File: src/rtl/alu_arbiter_pkg.sv
// Shared definitions for the ALU sequencer/arbiter: widths, ALU opcodes and FSM states.
package alu_arbiter_pkg;

   localparam int ALU_DATA_WIDTH = 32;
   localparam int ALU_OPRN_WIDTH = 6;
   localparam int ALU_OPRN_MAX   = 9;

   localparam logic [ALU_OPRN_WIDTH-1:0] OPRN_ADD = 6'h01;
   localparam logic [ALU_OPRN_WIDTH-1:0] OPRN_SUB = 6'h02;
   localparam logic [ALU_OPRN_WIDTH-1:0] OPRN_MUL = 6'h03;
   localparam logic [ALU_OPRN_WIDTH-1:0] OPRN_SHR = 6'h04;
   localparam logic [ALU_OPRN_WIDTH-1:0] OPRN_SHL = 6'h05;
   localparam logic [ALU_OPRN_WIDTH-1:0] OPRN_AND = 6'h06;
   localparam logic [ALU_OPRN_WIDTH-1:0] OPRN_OR  = 6'h07;
   localparam logic [ALU_OPRN_WIDTH-1:0] OPRN_NOR = 6'h08;
   localparam logic [ALU_OPRN_WIDTH-1:0] OPRN_SLT = 6'h09;

   typedef enum logic [1:0] {
      ST_IDLE = 2'd0,
      ST_EXEC = 2'd1,
      ST_RESP = 2'd2
   } state_t;

endpackage

File: src/rtl/alu_arbiter_rr_arb2.sv
// Two-way round-robin picker; on a tie the requester that was not granted last wins.
module alu_arbiter_rr_arb2 (
   input  logic       clk,
   input  logic       srst,
   input  logic [1:0] req,
   input  logic       advance,
   output logic [1:0] gnt
);

   // Starts at 1 so that requester 0 wins the first tie after reset.
   logic last_gnt_reg;

   for (genvar gi = 0; gi < 2; gi++) begin : g_pick
      assign gnt[gi] = req[gi] && (!req[1-gi] || (last_gnt_reg != 1'(gi)));
   end

   always_ff @(posedge clk) begin
      if (srst) begin
         last_gnt_reg <= 1'b1;
      end else if (advance) begin
         last_gnt_reg <= gnt[1];
      end
   end

endmodule

File: src/rtl/alu_arbiter.sv
// Shares one combinational ALU between two requesters: req/gnt in, registered result out
// under a valid/ack handshake. One operation per three cycles at best.
module alu_arbiter
   import alu_arbiter_pkg::*;
#(
   parameter int DATA_WIDTH = ALU_DATA_WIDTH,
   parameter int OPRN_WIDTH = ALU_OPRN_WIDTH,
   parameter int OPRN_MAX   = ALU_OPRN_MAX
) (
   input  logic                  CLK,
   input  logic                  RST,
   input  logic [1:0]            REQ,
   input  logic [DATA_WIDTH-1:0] OP1_0,
   input  logic [DATA_WIDTH-1:0] OP2_0,
   input  logic [OPRN_WIDTH-1:0] OPRN_0,
   input  logic [DATA_WIDTH-1:0] OP1_1,
   input  logic [DATA_WIDTH-1:0] OP2_1,
   input  logic [OPRN_WIDTH-1:0] OPRN_1,
   output logic [1:0]            GNT,
   output logic [1:0]            RSP_VALID,
   input  logic [1:0]            RSP_ACK,
   output logic [DATA_WIDTH-1:0] RSP_DATA,
   output logic                  RSP_ZERO,
   output logic                  RSP_ERR,
   output logic [DATA_WIDTH-1:0] ALU_OP1,
   output logic [DATA_WIDTH-1:0] ALU_OP2,
   output logic [OPRN_WIDTH-1:0] ALU_OPRN,
   input  logic [DATA_WIDTH-1:0] ALU_OUT,
   input  logic                  ALU_ZERO
);

   state_t                state_reg, state_next;
   logic                  winner_reg;
   logic [DATA_WIDTH-1:0] op1_reg, op2_reg;
   logic [OPRN_WIDTH-1:0] oprn_reg;
   logic                  illegal_reg;
   logic [DATA_WIDTH-1:0] rsp_data_reg;
   logic                  rsp_zero_reg;
   logic                  rsp_err_reg;

   logic [1:0]            arb_gnt;
   logic [1:0]            gnt_next;
   logic                  grant_fire;
   logic                  resp_done;
   logic [DATA_WIDTH-1:0] sel_op1, sel_op2;
   logic [OPRN_WIDTH-1:0] sel_oprn;
   logic                  sel_legal;

   alu_arbiter_rr_arb2 u_rr_arb2 (
      .clk     (CLK),
      .srst    (RST),
      .req     (REQ),
      .advance (grant_fire),
      .gnt     (arb_gnt)
   );

   assign grant_fire = (state_reg == ST_IDLE) && (|REQ);
   assign resp_done  = (state_reg == ST_RESP) && RSP_ACK[winner_reg];

   assign sel_op1   = arb_gnt[1] ? OP1_1  : OP1_0;
   assign sel_op2   = arb_gnt[1] ? OP2_1  : OP2_0;
   assign sel_oprn  = arb_gnt[1] ? OPRN_1 : OPRN_0;
   assign sel_legal = (sel_oprn != '0) && (int'(sel_oprn) <= OPRN_MAX);

   always_comb begin
      state_next = state_reg;
      gnt_next   = 2'b00;
      case (state_reg)
         ST_IDLE: begin
            if (|REQ) begin
               gnt_next   = arb_gnt;
               state_next = ST_EXEC;
            end
         end
         ST_EXEC: state_next = ST_RESP;
         ST_RESP: begin
            if (RSP_ACK[winner_reg]) begin
               state_next = ST_IDLE;
            end
         end
         default: state_next = ST_IDLE;
      endcase
   end

   always_ff @(posedge CLK) begin
      if (RST) begin
         state_reg <= ST_IDLE;
      end else begin
         state_reg <= state_next;
      end
   end

   always_ff @(posedge CLK) begin
      if (RST) begin
         winner_reg   <= 1'b0;
         op1_reg      <= '0;
         op2_reg      <= '0;
         oprn_reg     <= '0;
         illegal_reg  <= 1'b0;
         rsp_data_reg <= '0;
         rsp_zero_reg <= 1'b0;
         rsp_err_reg  <= 1'b0;
      end else begin
         if (grant_fire) begin
            winner_reg  <= arb_gnt[1];
            op1_reg     <= sel_op1;
            op2_reg     <= sel_op2;
            oprn_reg    <= sel_oprn;
            illegal_reg <= !sel_legal;
         end
         if (state_reg == ST_EXEC) begin
            // An illegal opcode never reaches the ALU, so its output is not trusted here.
            rsp_data_reg <= illegal_reg ? '0   : ALU_OUT;
            rsp_zero_reg <= illegal_reg ? 1'b0 : ALU_ZERO;
            rsp_err_reg  <= illegal_reg;
         end
         if (resp_done) begin
            rsp_err_reg <= 1'b0;
         end
      end
   end

   // Grant is combinational from REQ so the requester sees it in the cycle it is sampled.
   assign GNT       = RST ? 2'b00 : gnt_next;
   assign RSP_VALID = (state_reg == ST_RESP) ? (winner_reg ? 2'b10 : 2'b01) : 2'b00;
   assign RSP_DATA  = rsp_data_reg;
   assign RSP_ZERO  = rsp_zero_reg;
   assign RSP_ERR   = rsp_err_reg;
   assign ALU_OP1   = op1_reg;
   assign ALU_OP2   = op2_reg;
   assign ALU_OPRN  = ((state_reg == ST_EXEC) && !illegal_reg) ? oprn_reg : '0;

endmodule

File: config.mk
export PLATFORM = sky130hd
export DESIGN_NAME = alu_arbiter
export DESIGN_NICKNAME = d
export VERILOG_FILES = /design/src/rtl/alu_arbiter_pkg.sv /design/src/rtl/alu_arbiter_rr_arb2.sv /design/src/rtl/alu_arbiter.sv
export SDC_FILE = /design/constraint.sdc
export NUM_CORES = 1
export LEC_CHECK = 0
export CAP_MARGIN = 20
export CORE_UTILIZATION = 38
export CTS_CLUSTER_SIZE = 40
export DETAILED_ROUTE_END_ITERATION = 6
export GPL_TIMING_DRIVEN = 0
export HOLD_SLACK_MARGIN = 0.03
export PLACE_DENSITY = 0.81
export SYNTH_ARGS = -nofsm -noshare
export SYNTH_HDL_FRONTEND = slang
export SYNTH_SLANG_ARGS = --single-unit
File: constraint.sdc
create_clock -name CLK -period 1.4 [get_ports CLK]
set_clock_uncertainty 0.05 [all_clocks]
set_input_delay 0.21 -clock CLK [delete_from_list [all_inputs] [get_ports CLK]]
set_output_delay 0.21 -clock CLK [all_outputs]
set_load 0.005 [all_outputs]
Word-level counts from Yosys, hierarchy flattened
Cells that the tools add are included.
- add/subtract/negate cells: 0
- $mul: 0
- div/mod/pow operators: 0
- order comparisons: 2
- eq/ne operators: 4
- shift-type cells: 0
- muxes and demuxes: 16
- bitwise operators: 1
- reduce and logical (&&, ||, !) cells: 17
- operators by type and width (kind ; count):
    $mux 32 ; 3
    $mux 2 ; 7
    $mux 6 ; 2
    $le 6x4->1 const B ; 1
    $logic_and 1x1->1 ; 6
    $pmux 2 s3 ; 1
    $reduce_bool 6->1 ; 1
    $logic_not 1->1 ; 4
    $ne 2x1->1 const B ; 2
    $reduce_or 2->1 ; 2
    $mux 1 ; 3
    $eq 2x1->1 const B ; 1
    $eq 2x2->1 const B ; 1
    $logic_not 2->1 ; 1
    $logic_or 1x1->1 ; 2
    $lt 1x2->1 const B ; 1
    $reduce_and 2->1 ; 1
    $not 1->1 ; 1
- flip-flop bits (word level): 109
- latch bits: 0
- bits in writable memories: 0
- bits in read-only memories: 0
- output and inout bits: 108
- word-level logic and storage cells: 50
- memories: 0

Logic depth before layout (Yosys ltp)
Gate-level depths: netlist (run 1).
- depth in word-level cells: 7
- depth in mapped cells: 7
- depth with buffers taken out: 4

By module
A second synthesis (run 1) with hierarchy kept.
- cells, all modules: 518
- area, all modules: 4728.3 µm²
- by module, submodules not included (module ; instances ; cells an instance ; area each (µm²)):
    alu_arbiter ; 1 ; 512 ; 4674.5
    alu_arbiter_rr_arb2 ; 1 ; 6 ; 53.8

Worst setup path before layout (run 1)
Ideal clock, no wire load.
- path type: register to register
- from: register state_reg[1]
- to: register illegal_reg
- setup time: 0.103 ns
- data arrival time: 1.172 ns
- setup slack: 0.075 ns
- cell stages (with the launch flop): 7
- buffers on the path: 2
- clock period less this slack: 1.325 ns
- cell sequence: dfxtp_1 -> nor2_4 -> o21a_1 -> buf_4 -> buf_6 -> nor2_1 -> a2111oi_2
- word-level cells in the longest chain between the ends: 2
- ends and longest elaborated chain (what ; RTL line ; RTL):
    from (decl) ; alu_arbiter.sv:32 ; state_t state_reg, state_next;
    from (signal assigned) ; alu_arbiter.sv:89 ; state_reg <= state_next;
    $logic_not 2->1 ; alu_arbiter.sv:57 ; assign grant_fire = (state_reg == ST_IDLE) && (|REQ);
    $logic_and 1x1->1 ; alu_arbiter.sv:57 ;
    to (signal assigned) ; alu_arbiter.sv:109 ; illegal_reg <= !sel_legal;
    to (decl) ; alu_arbiter.sv:36 ; logic illegal_reg;
No other way between the ends.
A chain may end at the register's enable or synchronous reset.

Final worst setup path (run 1)
- from: register state_reg[0]
- to: register op1_reg[1], in the netlist ALU_OP1[1]
- word-level cells in the longest chain between the ends: 2
- ends and longest elaborated chain (what ; RTL line ; RTL):
    $logic_not 2->1 ; alu_arbiter.sv:57 ;
    $logic_and 1x1->1 ; alu_arbiter.sv:57 ;
    to (signal assigned) ; alu_arbiter.sv:106 ; op1_reg <= sel_op1;
    to (decl) ; alu_arbiter.sv:34 ; logic [DATA_WIDTH-1:0] op1_reg, op2_reg;
No other way between the ends.

==> run_results.csv, run 1 <==
group,metric,value,unit
status,status,"complete, but fails checks",
status,violations,"setup timing",
clock_tree,clkSlewWorstSetupHoldPaths,0.08,ns
cells_and_area,diodes,0,
grt,grt_antenna_before_repair,0,
die,start_util,0.394,
sta,worstMarginPinSlew,0.796,ns
grt,grt_pass1_wl,31.2,mm
clock_tree,cts.htree.levels,3,
clock_tree,clockBufferDepth,2,
cells_and_area,nNetsFinal,1041,
critical_path,crit_arrival,2.01,ns
sta,fin_tns_setup,-21.03,ns
die,std_cell_rows,40,
sta,rsz0062_at_grt,"yes",
yosys,ys_ff_latch,109,
power,p_per_area,1020,mW/mm2
sta,hold_viol_final,0,
placed_design,gp_congestion,0.814,
clock_tree,numCtsBuffers,9,
power,pwr-share-seq,0.376,
critical_path,end_kind,"register",
power,comb_power_share,0.355,
sta,min_period_over_period,1.31,
min_path,hold_class,"in -> reg",
drt,ant_nets,0,
placed_design,dp.cells,961,
yosys,yosys.area.top_type,"dfxtp_1",
drt,avgRoutedWirePerCell,20.6,um
cells_and_area,layout_common_cells,"clkdlybuf4s50_1 (171), dlygate4sd2_1 (104), dfxtp_1 (90)",
grt,gr-total-overflow,0,
critical_path,crit_path_max_fanout,5,
power,cellLeakagePower,3.99,nW
cells_and_area,fillCellCount,734,
drt,num_vias,5482,
cells_and_area,layout_commonest_cell,"clkdlybuf4s50_1",
placed_design,place_area,0.00784,mm2
power,p_switching,2.89,mW
sta,drv_slew,0,
cells_and_area,syn2layout_area_growth,101,%
clock_tree,cts_root_buf,"clkbuf_16",
critical_path,critPathKind,"reg -> reg",
power,clkPwrFrac,0.269,
drt,drc,0,
power,vdd_drop_max,652,uV
placed_design,io_buffers,285,
clock_tree,clkSinkCount,109,
cells_and_area,drive_above_1_share,0.284,
cells_and_area,design_area,0.00958,mm2
power,p_total,9.76,mW
power,switching_share,0.296,
run,drv_cap,0,
drt,via_per_inst,5.30,
power,power.internal,6.86,mW
drt,drt_pass1_iterations,4,
die,die-area,0.0130,mm2
grt,grt_pass1_vias,5874,
grt,grt_start_max_net_pins,17,
yosys,synth_fp_nets,687,
yosys,yosys.cell_types.count,28,
sta,finalSetupViolations,79,
yosys,seq_area_frac_synth,0.457,
drt,drt-initial-drc-count,258,
yosys,avgSynthCellArea,9.40,um2
critical_path,crit_path_start_kind,"register",
sta,fmax,546,MHz
sta,min_period,1.83,ns
sta,slew_headroom,0.469,
cells_and_area,fin_cells,1035,
yosys,synth_top_area_frac,0.457,
die,die_x,114,um
sta,setup_ws,-0.432,ns
drt,routed_wl,21.3,mm
sta,hold_ws,0.314,ns
yosys,synth.area.top_cells,"dfxtp_1 (46%), mux2i_1 (15%), a211oi_1 (10%)",
clock_tree,clock_latency,0.35,ns
placed_design,hpwl,12.7,mm
die,design.core.area,0.0121,mm2
clock_tree,cts_tree,"done",
critical_path,required,1.58,ns
yosys,syn_inst,508,
die,io-pin-count,287,
yosys,netlist_area,0.00477,mm2
grt,grt_util_all_layers,0.315,
die,die_height,114,um
yosys,yosysWarnings,0,
[cell usage after synthesis]
cell type	number
buf_2	18
buf_4	1
a221o_1	1
and2_1	6
a21oi_1	34
nand2b_1	3
inv_1	2
nor4bb_1	1
nor2b_1	1
a2111oi_2	1
mux2i_1	71
nand3b_1	33
o21a_1	1
a22oi_1	1
a211oi_1	65
nand2_1	36
nor2_1	80
dfxtp_1	109
nor2_4	1
and3b_1	1
o21ai_0	3
nor4b_1	1
or4_1	2
nor4_1	2
clkbuf_1	18
buf_6	10
a21oi_2	1
a211oi_2	5
[critical path, stage by stage, from the launching register on]
cell	delay (ns)
dfxtp_4	0.36
buf_6	0.12
nor2_4	0.14
buf_6	0.11
o21a_1	0.12
buf_6	0.14
buf_6	0.10
buf_6	0.09
buf_6	0.11
nor2_1	0.05
a211oi_1	0.32
[worst paths after layout]
check / startpoint / end / slack [ns] / cells past startpoint
worst min-delay path: RST / ALU_OP2[29] / 0.31 / 2
worst min register to register: RSP_DATA[10] / RSP_DATA[10] / 0.40 / 2
worst max-delay path: state_reg[0] / ALU_OP1[1] / -0.43 / 10
worst max register to register: state_reg[0] / ALU_OP1[1] / -0.43 / 10
[area by class of cell]
cell class	instances	area [um2]	share of cell area
timing repair buffer	346	3580	0.374
multi-input combinational	350	2820	0.294
sequential	109	2210	0.231
buffer	44	452	0.0472
clock buffer	12	246	0.0257
tap	168	210	0.0219
clock inverter	4	47.5	0.00496
inverter	2	7.51	0.000784
[per-stage QoR]
step | utilization | setup slack, ns
2_1_floorplan | - | 0.0749
3_3_place_gp | 0.647 | -0.858
3_5_place_dp | 0.647 | -0.872
4_1_cts | 0.779 | -0.435
5_1_grt | 0.791 | -0.439
6_report | 0.791 | -0.432
[power groups by stage]
stage | Clock [mW] | Sequential [mW] | Combinational (mW)
3_5_place_dp | 0 | 3.68 | 2.42
4_1_cts | 2.58 | 3.63 | 3.28
3_3_place_gp | 0 | 3.67 | 2.36
5_1_grt | 2.78 | 3.70 | 3.65
2_1_floorplan | 0 | 3.69 | 1.00
6_report | 2.62 | 3.67 | 3.47
[metal layers]
metal | share of wire | GRT usage | vias up
li1 | - | - | 2523
met1 | 0.36 | 0.326 | 2607
met2 | 0.52 | 0.594 | 272
met3 | 0.071 | 0.0741 | 80
met4 | 0.042 | 0.150 | 0
met5 | 0 | 0 | -
[kinds of logic after synthesis]
group	share of synthesized area
multiplexers	0.149
AO/OA/AOI/OAI	0.164
AND/OR/NAND/NOR	0.170
flip-flops	0.457
buffers and inverters	0.0597
[timing repair]
action,4_1_cts,5_1_grt
setup endpoints to repair,208,110
pin swaps,49,27
gates resized for setup,349,56
hold buffers,0,0
gates cloned,19,0
setup buffers,40,10
No activity file was read; power rests on OpenSTA's default activity.
==> run 2: changes to the inputs <==
--- a/config.mk
+++ b/config.mk
@@ -11,6 +11,7 @@
 export DETAILED_ROUTE_END_ITERATION = 6
 export GPL_TIMING_DRIVEN = 0
 export HOLD_SLACK_MARGIN = 0.03
+export MAX_ROUTING_LAYER = met4
 export PLACE_DENSITY = 0.81
 export SYNTH_ARGS = -nofsm -noshare
 export SYNTH_HDL_FRONTEND = slang
==> run 2 against run 1 <==
The flow still finishes with violations (setup timing). Design area up 0.73%. Combinational power up 1%. Largest cell class unchanged. Clock power up 2%. Die area unchanged. Count of clock-buffer cells in the layout unchanged. Sequential cell count unchanged. Total power up 0.99%. Register-to-register slack worse by 0.02 ns. Routed wire length up 0.69%. Via count up 0.84%. Highest routed layer unchanged. First-iteration DRC count down 12%.
==> run_results.csv, run 2 (synthesis gave the netlist of run 1 again) <==
group,metric,value,unit
clock_tree,clkSinkCount,109,
clock_tree,clockBufferDepth,2,
cells_and_area,layout_commonest_cell,"clkdlybuf4s50_1",
power,pwr-share-seq,0.373,
sta,min_period,1.86,ns
critical_path,crit_path_start_kind,"register",
clock_tree,clock_latency,0.35,ns
grt,grtUsageMet3,0.0672,
cells_and_area,fillCellCount,728,
min_path,holdPathStages,3,
min_path,hold_class,"in -> reg",
drt,avgRoutedWirePerCell,20.7,um
grt,grt_util_met1,0.331,
power,p_switching,2.97,mW
cells_and_area,drive_above_1_share,0.292,
critical_path,end_kind,"register",
drt,drc,0,
sta,worstMarginPinSlew,0.810,ns
run,drv_cap,0,
critical_path,reg2reg_from,"state_reg[0]",
grt,grt.busiest_layer,"met2",
sta,setup_ws,-0.456,ns
cells_and_area,layout_common_cells,"clkdlybuf4s50_1 (171), dlygate4sd2_1 (104), dfxtp_1 (90)",
drt,drt_pass1_iterations,4,
clock_tree,cts_root_buf,"clkbuf_16",
placed_design,hpwl,12.7,mm
grt,grt_pass1_vias,5882,
power,switching_share,0.301,
critical_path,crit_path_max_fanout,5,
power,cellLeakagePower,4.00,nW
min_path,whs_endpoint,"state_reg[0]",
sta,min_period_over_period,1.33,
die,io-pin-count,287,
grt,grt_antenna_before_repair,1,
grt,gr-total-overflow,0,
critical_path,r2r_slack,-0.46,ns
placed_design,gp_congestion,0.826,
critical_path,required,1.56,ns
sta,drv_slew,0,
cells_and_area,syn2layout_area_growth,102,%
power,vdd_drop_max,595,uV
grt,grt_util_all_layers,0.324,
critical_path,reg2regPathDepth,10,
cells_and_area,final_core_util,0.796,
grt,grt_start_max_net_pins,17,
power,p_per_area,1020,mW/mm2
critical_path,critPathKind,"reg -> reg",
cells_and_area,nNetsFinal,1041,
placed_design,io_buffers,285,
power,clkPwrFrac,0.270,
die,std_cell_rows,40,
die,die-area,0.0130,mm2
min_path,min-delay-start,"REQ[1]",
power,power.internal,6.89,mW
sta,fmax,539,MHz
grt,met2_usage,0.592,
clock_tree,clkSlewWorstSetupHoldPaths,0.07,ns
sta,finalSetupViolations,79,
status,violations,"setup timing",
clock_tree,ctsHoldBuffers,0,
clock_tree,cts.htree.levels,3,
die,die_x,114,um
drt,drt-initial-drc-count,227,
sta,hold_ws,0.346,ns
sta,rsz0062_at_grt,"yes",
drt,ant_nets,0,
drt,routed_wl,21.5,mm
clock_tree,cts_tree,"done",
status,status,"complete, but fails checks",
die,start_util,0.394,
die,design.core.area,0.0121,mm2
sta,hold_viol_final,0,
power,comb_power_share,0.357,
sta,slew_headroom,0.460,
die,die_height,114,um
clock_tree,numCtsBuffers,9,
grt,grt_pass1_wl,31.1,mm
drt,via_per_inst,5.34,
critical_path,r2r_end,"ALU_OP1[1]",
drt,num_vias,5528,
critical_path,crit_arrival,2.02,ns
## run 2: cell count changes in the layout (fill, tap and decap cells not counted), sizes merged
cell,delta
diode,+1
## run 2: per-stage QoR
step           instances  cell area [um2]  TNS [ns]  worst slack, ns  power (mW)
5_1_grt             1036             9650    -24.99           -0.570        10.2
6_report            1036             9650    -19.87           -0.456        9.85
3_5_place_dp         961             7840    -37.32           -0.872        6.10
3_3_place_gp         961             7840    -33.43           -0.858        6.03
2_1_floorplan        508             4770         0           0.0749        4.69
4_1_cts             1032             9440    -19.49           -0.435        9.48
## run 2: how the worst max path moves through the flow
stage | startpoint | to | slack, ns | depth (start not counted)
6_report | state_reg[0] | ALU_OP1[1] | -0.46 | 10
2_1_floorplan | state_reg[1] | illegal_reg | 0.07 | 6
3_5_place_dp | REQ[1] | GNT[1] | -0.87 | 7
4_1_cts | state_reg[1] | ALU_OPRN[0] | -0.43 | 7
5_1_grt | state_reg[0] | ALU_OP1[1] | -0.57 | 10
3_3_place_gp | REQ[1] | GNT[1] | -0.86 | 7
## run 2: timing repair
action,in CTS,in global routing
hold endpoints to repair,0,0
setup buffers,40,10
setup endpoints to repair,208,110
pin swaps,49,33
cloned,19,0
gates resized for setup,349,69
## run 2: worst max-delay path, cell delays in order, from the launching register on
cell,delay (ns)
dfxtp_4,0.36
buf_6,0.12
nor2_4,0.13
buf_6,0.11
o21a_1,0.12
buf_6,0.13
buf_6,0.10
buf_6,0.09
buf_6,0.11
nor2_1,0.04
a211oi_1,0.36
## run 2: routing by layer
layer	vias up	wire (um)
met3	81	1440
met5	-	0
met1	2654	7830
met2	272	11200
met4	0	1030
li1	2521	-
## run 2: layout make-up
type | instances | area (um2) | share of cell area
Sequential cell | 109 | 2210 | 0.229
Antenna cell | 1 | 2.50 | 0.000259
Inverter | 2 | 7.51 | 0.000778
Timing Repair Buffer | 346 | 3590 | 0.372
Clock buffer | 12 | 246 | 0.0256
Clock inverter | 4 | 47.5 | 0.00493
Buffer | 44 | 457 | 0.0473
Multi-Input combinational cell | 350 | 2870 | 0.298
Tap cell | 168 | 210 | 0.0218
## run 2: power by group through the flow
| stage | clock network [mW] | logic, mW | registers, mW |
|---|---|---|---|
| 6_report | 2.67 | 3.51 | 3.68 |
| 5_1_grt | 2.79 | 3.70 | 3.71 |
| 4_1_cts | 2.58 | 3.28 | 3.63 |
| 3_5_place_dp | 0 | 2.42 | 3.68 |
| 3_3_place_gp | 0 | 2.36 | 3.67 |
| 2_1_floorplan | 0 | 1.00 | 3.69 |
